File: src/rtl/div_unit_pkg.sv
// Shared definitions for the radix-2 restoring divider: FSM state encoding,
// handshake levels and the operand/result bus widths.
package div_unit_pkg;

    // Operand bus and packed {remainder, quotient} result bus widths.
    localparam int DIV_OP_BUS_W     = 32;
    localparam int DIV_RESULT_BUS_W = 2 * DIV_OP_BUS_W;

    // Handshake levels on ready_o and start_i.
    localparam logic DIV_RESULT_READY     = 1'b1;
    localparam logic DIV_RESULT_NOT_READY = 1'b0;
    localparam logic DIV_START            = 1'b1;
    localparam logic DIV_STOP             = 1'b0;

    // Divider control states.
    typedef enum logic [1:0] {
        DivFree   = 2'b00,
        DivByZero = 2'b01,
        DivOn     = 2'b10,
        DivEnd    = 2'b11
    } div_state_t;

endpackage

File: src/rtl/div_unit_step.sv
// One restoring-division iteration. The working register holds the partial
// remainder in its upper half and the shifting dividend/quotient in its lower
// half; each step tries a subtract and shifts in a quotient bit.
// Purely combinational so it can be unrolled for more bits per cycle.
module div_unit_step #(
    parameter int DATA_W = 32
) (
    input  logic [2*DATA_W:0]  work,
    input  logic [DATA_W-1:0]  divisor,
    output logic [2*DATA_W:0]  work_next
);

    logic [DATA_W:0] diff;

    // Trial subtract of the divisor from the current partial remainder.
    assign diff = work[2*DATA_W:DATA_W] - {1'b0, divisor};

    // Restore (plain shift) on a negative trial, otherwise keep the difference.
    always_comb begin
        work_next = {work[2*DATA_W-1:0], 1'b0};
        if (!diff[DATA_W]) begin
            work_next = {diff[DATA_W-1:0], work[DATA_W-1:0], 1'b1};
        end
    end

endmodule

File: src/rtl/div_unit.sv
// Multi-cycle radix-2 restoring divider answering the EX stage's DIV/DIVU
// request. Returns {remainder, quotient} with ready_o after 32 iterations
// plus a finalize cycle; annul_i aborts a divide in flight.
// Optional macro DIV_ZERO_FLAG_EN adds the dz_o divide-by-zero flag output.
module div_unit
    import div_unit_pkg::*;
#(
    parameter int DATA_W = DIV_OP_BUS_W,
    parameter int CNT_W  = 6
) (
    input  logic                clk,
    input  logic                rst,
    input  logic                signed_div_i,
    input  logic [DATA_W-1:0]   opdata1_i,
    input  logic [DATA_W-1:0]   opdata2_i,
    input  logic                start_i,
    input  logic                annul_i,
    output logic [2*DATA_W-1:0] result_o,
    output logic                ready_o
`ifdef DIV_ZERO_FLAG_EN
    ,
    output logic                dz_o
`endif
);

    localparam logic [DATA_W-1:0] ONE      = DATA_W'(1);
    localparam logic [CNT_W-1:0]  CNT_ONE  = CNT_W'(1);
    localparam logic [CNT_W-1:0]  CNT_LAST = CNT_W'(DATA_W);

    div_state_t             state_reg, state_next;
    logic [CNT_W-1:0]       cnt_reg, cnt_next;
    logic [2*DATA_W:0]      work_reg, work_next;
    logic [DATA_W-1:0]      divisor_reg, divisor_next;
    logic                   signed_reg, signed_next;
    logic                   neg1_reg, neg1_next;
    logic                   neg2_reg, neg2_next;
    logic [2*DATA_W-1:0]    result_reg, result_next;
    logic                   ready_reg, ready_next;
`ifdef DIV_ZERO_FLAG_EN
    logic                   zero_flag_reg, zero_flag_next;
    logic                   dz_reg, dz_next;
`endif

    logic [2*DATA_W:0]      step_work;
    logic [DATA_W-1:0]      op1_mag, op2_mag;
    logic [DATA_W-1:0]      quo_raw, rem_raw, quo_fin, rem_fin;

    // Operand magnitudes; DIVU passes operands through untouched.
    assign op1_mag = (signed_div_i && opdata1_i[DATA_W-1]) ? (~opdata1_i + ONE) : opdata1_i;
    assign op2_mag = (signed_div_i && opdata2_i[DATA_W-1]) ? (~opdata2_i + ONE) : opdata2_i;

    // Sign correction applied once all iterations are done.
    assign quo_raw = work_reg[DATA_W-1:0];
    assign rem_raw = work_reg[2*DATA_W:DATA_W+1];
    assign quo_fin = (signed_reg && (neg1_reg ^ neg2_reg)) ? (~quo_raw + ONE) : quo_raw;
    assign rem_fin = (signed_reg && neg1_reg) ? (~rem_raw + ONE) : rem_raw;

    div_unit_step #(
        .DATA_W (DATA_W)
    ) u_step (
        .work      (work_reg),
        .divisor   (divisor_reg),
        .work_next (step_work)
    );

    // State and datapath registers with synchronous active-low reset.
    always_ff @(posedge clk) begin
        if (!rst) begin
            state_reg   <= DivFree;
            cnt_reg     <= '0;
            work_reg    <= '0;
            divisor_reg <= '0;
            signed_reg  <= 1'b0;
            neg1_reg    <= 1'b0;
            neg2_reg    <= 1'b0;
            result_reg  <= '0;
            ready_reg   <= DIV_RESULT_NOT_READY;
`ifdef DIV_ZERO_FLAG_EN
            zero_flag_reg <= 1'b0;
            dz_reg        <= 1'b0;
`endif
        end else begin
            state_reg   <= state_next;
            cnt_reg     <= cnt_next;
            work_reg    <= work_next;
            divisor_reg <= divisor_next;
            signed_reg  <= signed_next;
            neg1_reg    <= neg1_next;
            neg2_reg    <= neg2_next;
            result_reg  <= result_next;
            ready_reg   <= ready_next;
`ifdef DIV_ZERO_FLAG_EN
            zero_flag_reg <= zero_flag_next;
            dz_reg        <= dz_next;
`endif
        end
    end

    // Next-state and output logic for the divide sequence.
    always_comb begin
        state_next   = state_reg;
        cnt_next     = cnt_reg;
        work_next    = work_reg;
        divisor_next = divisor_reg;
        signed_next  = signed_reg;
        neg1_next    = neg1_reg;
        neg2_next    = neg2_reg;
        result_next  = result_reg;
        ready_next   = ready_reg;
`ifdef DIV_ZERO_FLAG_EN
        zero_flag_next = zero_flag_reg;
        dz_next        = dz_reg;
`endif

        case (state_reg)
            DivFree: begin
                ready_next  = DIV_RESULT_NOT_READY;
                result_next = '0;
`ifdef DIV_ZERO_FLAG_EN
                dz_next        = 1'b0;
                zero_flag_next = 1'b0;
`endif
                if (start_i == DIV_START && !annul_i) begin
                    if (opdata2_i == '0) begin
                        state_next = DivByZero;
                    end else begin
                        state_next   = DivOn;
                        cnt_next     = '0;
                        divisor_next = op2_mag;
                        work_next    = {{DATA_W{1'b0}}, op1_mag, 1'b0};
                        signed_next  = signed_div_i;
                        neg1_next    = opdata1_i[DATA_W-1];
                        neg2_next    = opdata2_i[DATA_W-1];
                    end
                end
            end

            DivByZero: begin
                if (annul_i) begin
                    state_next = DivFree;
                end else begin
                    // Zero result; also marks the zero divisor for the flag.
                    work_next  = '0;
                    state_next = DivEnd;
`ifdef DIV_ZERO_FLAG_EN
                    zero_flag_next = 1'b1;
`endif
                end
            end

            DivOn: begin
                if (annul_i) begin
                    state_next = DivFree;
                end else if (cnt_reg != CNT_LAST) begin
                    work_next = step_work;
                    cnt_next  = cnt_reg + CNT_ONE;
                end else begin
                    // Repack the signed-corrected result into the working register;
                    // DivEnd presents it on the following edge.
                    work_next  = {rem_fin, 1'b0, quo_fin};
                    cnt_next   = '0;
                    state_next = DivEnd;
                end
            end

            DivEnd: begin
                if (start_i == DIV_START) begin
                    result_next = {rem_raw, quo_raw};
                    ready_next  = DIV_RESULT_READY;
`ifdef DIV_ZERO_FLAG_EN
                    dz_next = zero_flag_reg;
`endif
                end else begin
                    state_next  = DivFree;
                    result_next = '0;
                    ready_next  = DIV_RESULT_NOT_READY;
`ifdef DIV_ZERO_FLAG_EN
                    dz_next = 1'b0;
`endif
                end
            end

            default: begin
                state_next = DivFree;
            end
        endcase
    end

    assign result_o = result_reg;
    assign ready_o  = ready_reg;
`ifdef DIV_ZERO_FLAG_EN
    assign dz_o = dz_reg;
`endif

endmodule

File: config.mk
export PLATFORM = sky130hd
export DESIGN_NAME = div_unit
export DESIGN_NICKNAME = d
export VERILOG_FILES = /design/src/rtl/div_unit_pkg.sv /design/src/rtl/div_unit_step.sv /design/src/rtl/div_unit.sv
export SDC_FILE = /design/constraint.sdc
export NUM_CORES = 1
export LEC_CHECK = 0
export CORE_MARGIN = 2
export CORE_UTILIZATION = 52
export DETAILED_ROUTE_END_ITERATION = 16
export PLACE_DENSITY = 0.86
export RECOVER_POWER = 50
export SLEW_MARGIN = 20
export SYNTH_ARGS = -nofsm -noshare
export SYNTH_HDL_FRONTEND = slang
export SYNTH_SLANG_ARGS = --single-unit
File: constraint.sdc
create_clock -name clk -period 3 [get_ports clk]
set_input_delay 0.3 -clock clk [delete_from_list [all_inputs] [get_ports clk]]
set_output_delay 0.3 -clock clk [all_outputs]
set_load 0.01 [all_outputs]
-- Yosys cells after proc, flatten, opt, wreduce, memory -nomap -nowiden
Cells that the tools add are included.
- reduce and logical (&&, ||, !) cells: 17
- muxes and demuxes: 27
- add/subtract/negate cells: 6
- bitwise logic cells: 6
- equal/unequal tests: 12
- operators by type and width (operator ; number):
    $mux 65 ; 6
    $pmux 65 s3 ; 1
    $add 32x1->32 const B ; 4
    $mux 32 ; 4
    $not 32->32 ; 4
    $pmux 64 s2 ; 1
    $mux 64 ; 1
    $sub 33x32->33 ; 1
    $logic_not 32->1 ; 1
    $mux 6 ; 4
    $mux 2 ; 6
    $pmux 6 s2 ; 1
    $reduce_and 6->1 ; 2
    $ne 2x2->1 const B ; 5
    $ne 3x3->1 const B ; 3
    $pmux 2 s4 ; 1
    $add 6x1->6 const B ; 1
    $ne 6x6->1 const B ; 1
    $reduce_and 3->1 ; 2
    $logic_and 1x1->1 ; 5
    $reduce_and 5->1 ; 1
    $eq 2x2->1 const B ; 2
    $reduce_and 4->1 ; 1
    $reduce_bool 2->1 ; 2
    8 further kinds ; 8
- input port bits: 69
- register bits after elaboration: 173
- logic and storage cells: 79

-- Logic depth before layout (Yosys ltp)
- depth after elaboration: 6
- mapped depth: 14
- depth with buffers taken out: 12

-- Cells and area by module
From an unflattened synthesis, not the netlist that was laid out.
- cells, all modules: 1563
- area total of the unflattened synthesis: 12285.5 um^2
- modules (own cells, without submodules) (module ; instances ; sequential area each (um^2) ; cells each ; area each (um^2)):
    div_unit ; 1 ; 3463.3 ; 1226 ; 9686.8
    div_unit_step ; 1 ; 0.0 ; 337 ; 2598.7

-- Worst setup path after synthesis
Ideal clock, no wire load.
- path kind: flip-flop to flip-flop
- start: register work_reg[32]
- end: register work_reg[39]
- period minus slack after synthesis: 3.059 ns
- buffers on the path: 1
- arrival: 2.930 ns
- setup time: 0.129 ns
- stages on the path, launching flop included: 14
- path slack: -0.059 ns
- path through: dfxtp_1 > inv_1 > ha_1 > fa_1 > nand2b_1 > a21oi_1 > o2111ai_1 > and3_1 > or3_1 > nand4_2 > buf_1 > nor2_1 > a2111oi_0 > nor2_1
- longest elaborated chain between the ends: 5
- RTL lines (item ; line ; source):
    start, declared ; div_unit.sv:32 ; logic [2*DATA_W:0] work_reg, work_next;
    start signal, assigned ; div_unit.sv:85 ; work_reg <= work_next;
    $sub 33x32->33 ; div_unit_step.sv:16 ; assign diff = work[2*DATA_W:DATA_W] - {1'b0, divisor};
    $mux 65 ; div_unit_step.sv:21 ; if (!diff[DATA_W]) begin
    $mux 65 ; div_unit.sv:154 ; end else if (cnt_reg != CNT_LAST) begin
    $mux 65 ; div_unit.sv:152 ; if (annul_i) begin
    $pmux 65 s3 ; div_unit.sv:115 ; case (state_reg)
No other way between the ends. The select of a mux whose other input is x is not followed.
A chain may end at the register's enable or synchronous reset.

-- Worst setup path in the final report
- start: input opdata1_i[13]
- end: register work_reg[25]
- longest elaborated chain between the ends: 6
- RTL lines (item ; line ; source):
    start, declared ; div_unit.sv:14 ; input logic [DATA_W-1:0] opdata1_i,
    $not 32->32 ; div_unit.sv:49 ; assign op1_mag = (signed_div_i && opdata1_i[DATA_W-1]) ? (~opdata1_i + ONE) : opdata1_i;
    $add 32x1->32 ; div_unit.sv:49 ;
    $mux 32 ; div_unit.sv:49 ;
    $mux 65 ; div_unit.sv:124 ; if (opdata2_i == '0) begin
    $mux 65 ; div_unit.sv:123 ; if (start_i == DIV_START && !annul_i) begin
    $pmux 65 s3 ; div_unit.sv:115 ;
No other way between the ends. The select of a mux whose other input is x is not followed.

==> impl_metrics.env <==
export IMPL_final_fill_count=1773
export IMPL_layout_drive_gt1_share_pct=15.2
export IMPL_fp_row_count=55
export IMPL_syn2layout_area_growth_pct=28.9
export IMPL_skew_ps=10.3
export IMPL_clk_pin_slew_ps=70
export IMPL_cts_tree="built"
export IMPL_hold_depth=2
export IMPL_final_nets=1904
export IMPL_reg2reg_depth=13
export IMPL_required_ps=3360
export IMPL_yosysWarnings=0
export IMPL_hold_violations=0
export IMPL_design_die_area_um2=23900
export IMPL_netlist_instances=1575
export IMPL_io_pins=134
export IMPL_port_buffer_count=133
export IMPL_first_pass_iters=6
export IMPL_final_setup_viol_count=0
export IMPL_drcViolationCount=0
export IMPL_cts_made_buffers=17
export IMPL_ctsHtreeMaxLevel=4
export IMPL_endpoint_kind="flip-flop"
export IMPL_initial_utilization_pct=52.5
export IMPL_final_common_cell="nor2_1"
export IMPL_overflow=0
export IMPL_outcome="finished clean"
export IMPL_cts_root_buf="clkbuf_16"
export IMPL_synth_seq_cells=173
export IMPL_finalPower_w=0.0125
export IMPL_cp_start_kind="primary input"
export IMPL_setup_ws_ps=73.5
export IMPL_die_x_um=154
export IMPL_p_per_area_nw_per_um2=826
export IMPL_design_area_um2=15200
export IMPL_worst_path_max_fanout=6
export IMPL_core_area_um2=22400
export IMPL_min_period_ps=2930
export IMPL_hold_path_class="reg -> reg"
export IMPL_cts_sinks=173
export IMPL_synth_async_reset_ratio_pct=0
export IMPL_antenna_found_initial=0
export IMPL_synthDistinctLibCells=89
export IMPL_fp_dieH_um=154
export IMPL_clk_insertion_delay_late_ps=440
export IMPL_grt_usage_pct=31.5
export IMPL_ff2ff_setup_slack_ps=90
export IMPL_drtIter0Drc=1636
export IMPL_largest_register_ffs=65
export IMPL_drt_total_wl_um=38800
export IMPL_seqCellArea_um2=3470
export IMPL_grt_pass1_vias=12500
export IMPL_gp_congestion=0.985
export IMPL_critPathArrivalTime_ps=3290
export IMPL_ant_nets=0
export IMPL_syn_area_um2=11800
export IMPL_dp_hpwl_um=28200
export IMPL_slew_viol_final=0
export IMPL_ir_drop_mv=0.790
export IMPL_grt_max_degree=91
export IMPL_synth_ff_type="dfxtp_1"
export IMPL_ys_seq_area_share_pct=29.4
export IMPL_synth_edf_count=0
export IMPL_max_slew_margin_pct=30.2
export IMPL_fin_util_pct=67.7
export IMPL_wire_per_inst_um=18.6
export IMPL_layout_cells_most_common_list="nor2_1, dfxtp_1, buf_4"
export IMPL_grt_pass1_wl_um=61900
export IMPL_multi_input_area_um2=7740
export IMPL_p_leak_nw=6.21
export IMPL_placed_area_um2=14400
export IMPL_worstMarginPinSlew_ps=1050
export IMPL_syn_nets=1688
export IMPL_vias_per_cell=6.32
export IMPL_period_share_pct=97.6
export IMPL_syn_avg_cell_area_um2=7.47
export IMPL_path_class="in -> reg"
export IMPL_max_freq_mhz=342
export IMPL_hold_ws_ps=501
export IMPL_cap_viol_max_count=0
export IMPL_cts_buffer_depth=2
export IMPL_vias=13200
export IMPL_insertedDiodeCount=0
export IMPL_preCtsSetupSlack_ps=-301
[what timing repair did]
action / 4_1_cts / 5_1_grt
endpoints found under the setup margin: 30 / 33
buffers inserted: 1 / 1
hold buffers: 0 / 0
pin swaps: 2 / 9
resized for setup: 13 / 24
[cell type report]
type,instances,area share (%)
inverter,66,1.64
timing repair buffer,308,18.1
sequential,173,22.8
clock buffer,19,2.98
clock inverter,13,1.11
multi-input combinational,1225,51.0
tap,285,2.35
[power breakdown]
group	internal [W]	total [W]	leakage (nW)	switching [W]
Sequential	0.00263	0.00309	1.41	0.000459
Clock	0.00131	0.00239	0.307	0.00108
Combinational	0.00287	0.00706	4.50	0.00419
Total	0.00682	0.0125	6.21	0.00573
[cell families after synthesis]
group / synth area share (%)
simple gates: 22.4
compound gates: 28.1
buf+inv: 6.28
flops: 29.4
xor+xnor: 7.22
fa+ha+maj: 4.74
mux: 1.89
[final timing paths]
check | start | to
worst min register to register | divisor_reg[18] | divisor_reg[18]
worst max-delay path | opdata1_i[13] | work_reg[25]
worst min-delay path | divisor_reg[18] | divisor_reg[18]
worst max register to register | divisor_reg[11] | work_reg[42]
[per-stage QoR]
stage          cells  setup TNS (ps)
2_1_floorplan   1575               0
3_3_place_gp    2055           -5080
3_5_place_dp    2055           -8600
4_1_cts         2088               0
5_1_grt         2089          -0.377
6_report        2089               0
[layer usage]
| metal | up-vias | wire, um | GRT usage (%) | share of wire, % |
|---|---|---|---|---|
| li1 | 6135 | - | - | - |
| met4 | 0 | 1350 | 13.2 | 3.5 |
| met2 | 783 | 17500 | 51.4 | 45 |
| met1 | 6151 | 16200 | 41.4 | 42 |
| met5 | - | 0 | 0 | 0 |
| met3 | 131 | 3760 | 5.32 | 9.7 |
[worst max-delay path, cell delays in order]
cell	delay, ps
clkdlybuf4s50_1	460
or4_1	570
or4_1	440
or3_1	450
o31ai_4	310
nand2_1	110
xnor2_1	140
o221ai_1	170
o21ai_0	160
nor2_1	160
[synthesized netlist by cell type, types with 10 or more instances]
| cell type | count | area (um^2) |
|---|---|---|
| a211oi_1 | 35 | 263 |
| a21o_1 | 13 | 97.6 |
| a21oi_1 | 132 | 661 |
| a22oi_1 | 79 | 593 |
| a31oi_1 | 18 | 113 |
| buf_1 | 15 | 56.3 |
| clkbuf_1 | 81 | 304 |
| dfxtp_1 | 173 | 3460 |
| ha_1 | 43 | 538 |
| inv_1 | 65 | 244 |
| mux2i_1 | 20 | 200 |
| nand2_1 | 121 | 454 |
| nand2b_1 | 12 | 75.1 |
| nand3_1 | 26 | 130 |
| nand4_1 | 13 | 81.3 |
| nor2_1 | 233 | 875 |
| nor3_1 | 41 | 205 |
| nor4_1 | 10 | 62.6 |
| o21ai_0 | 109 | 546 |
| o221ai_1 | 18 | 158 |
| o22ai_1 | 15 | 93.8 |
| o31ai_1 | 12 | 90.1 |
| or3_1 | 12 | 75.1 |
| or4_1 | 11 | 82.6 |
| xnor2_1 | 49 | 429 |
| xor2_1 | 48 | 420 |
No activity file was read; power rests on OpenSTA's default activity.
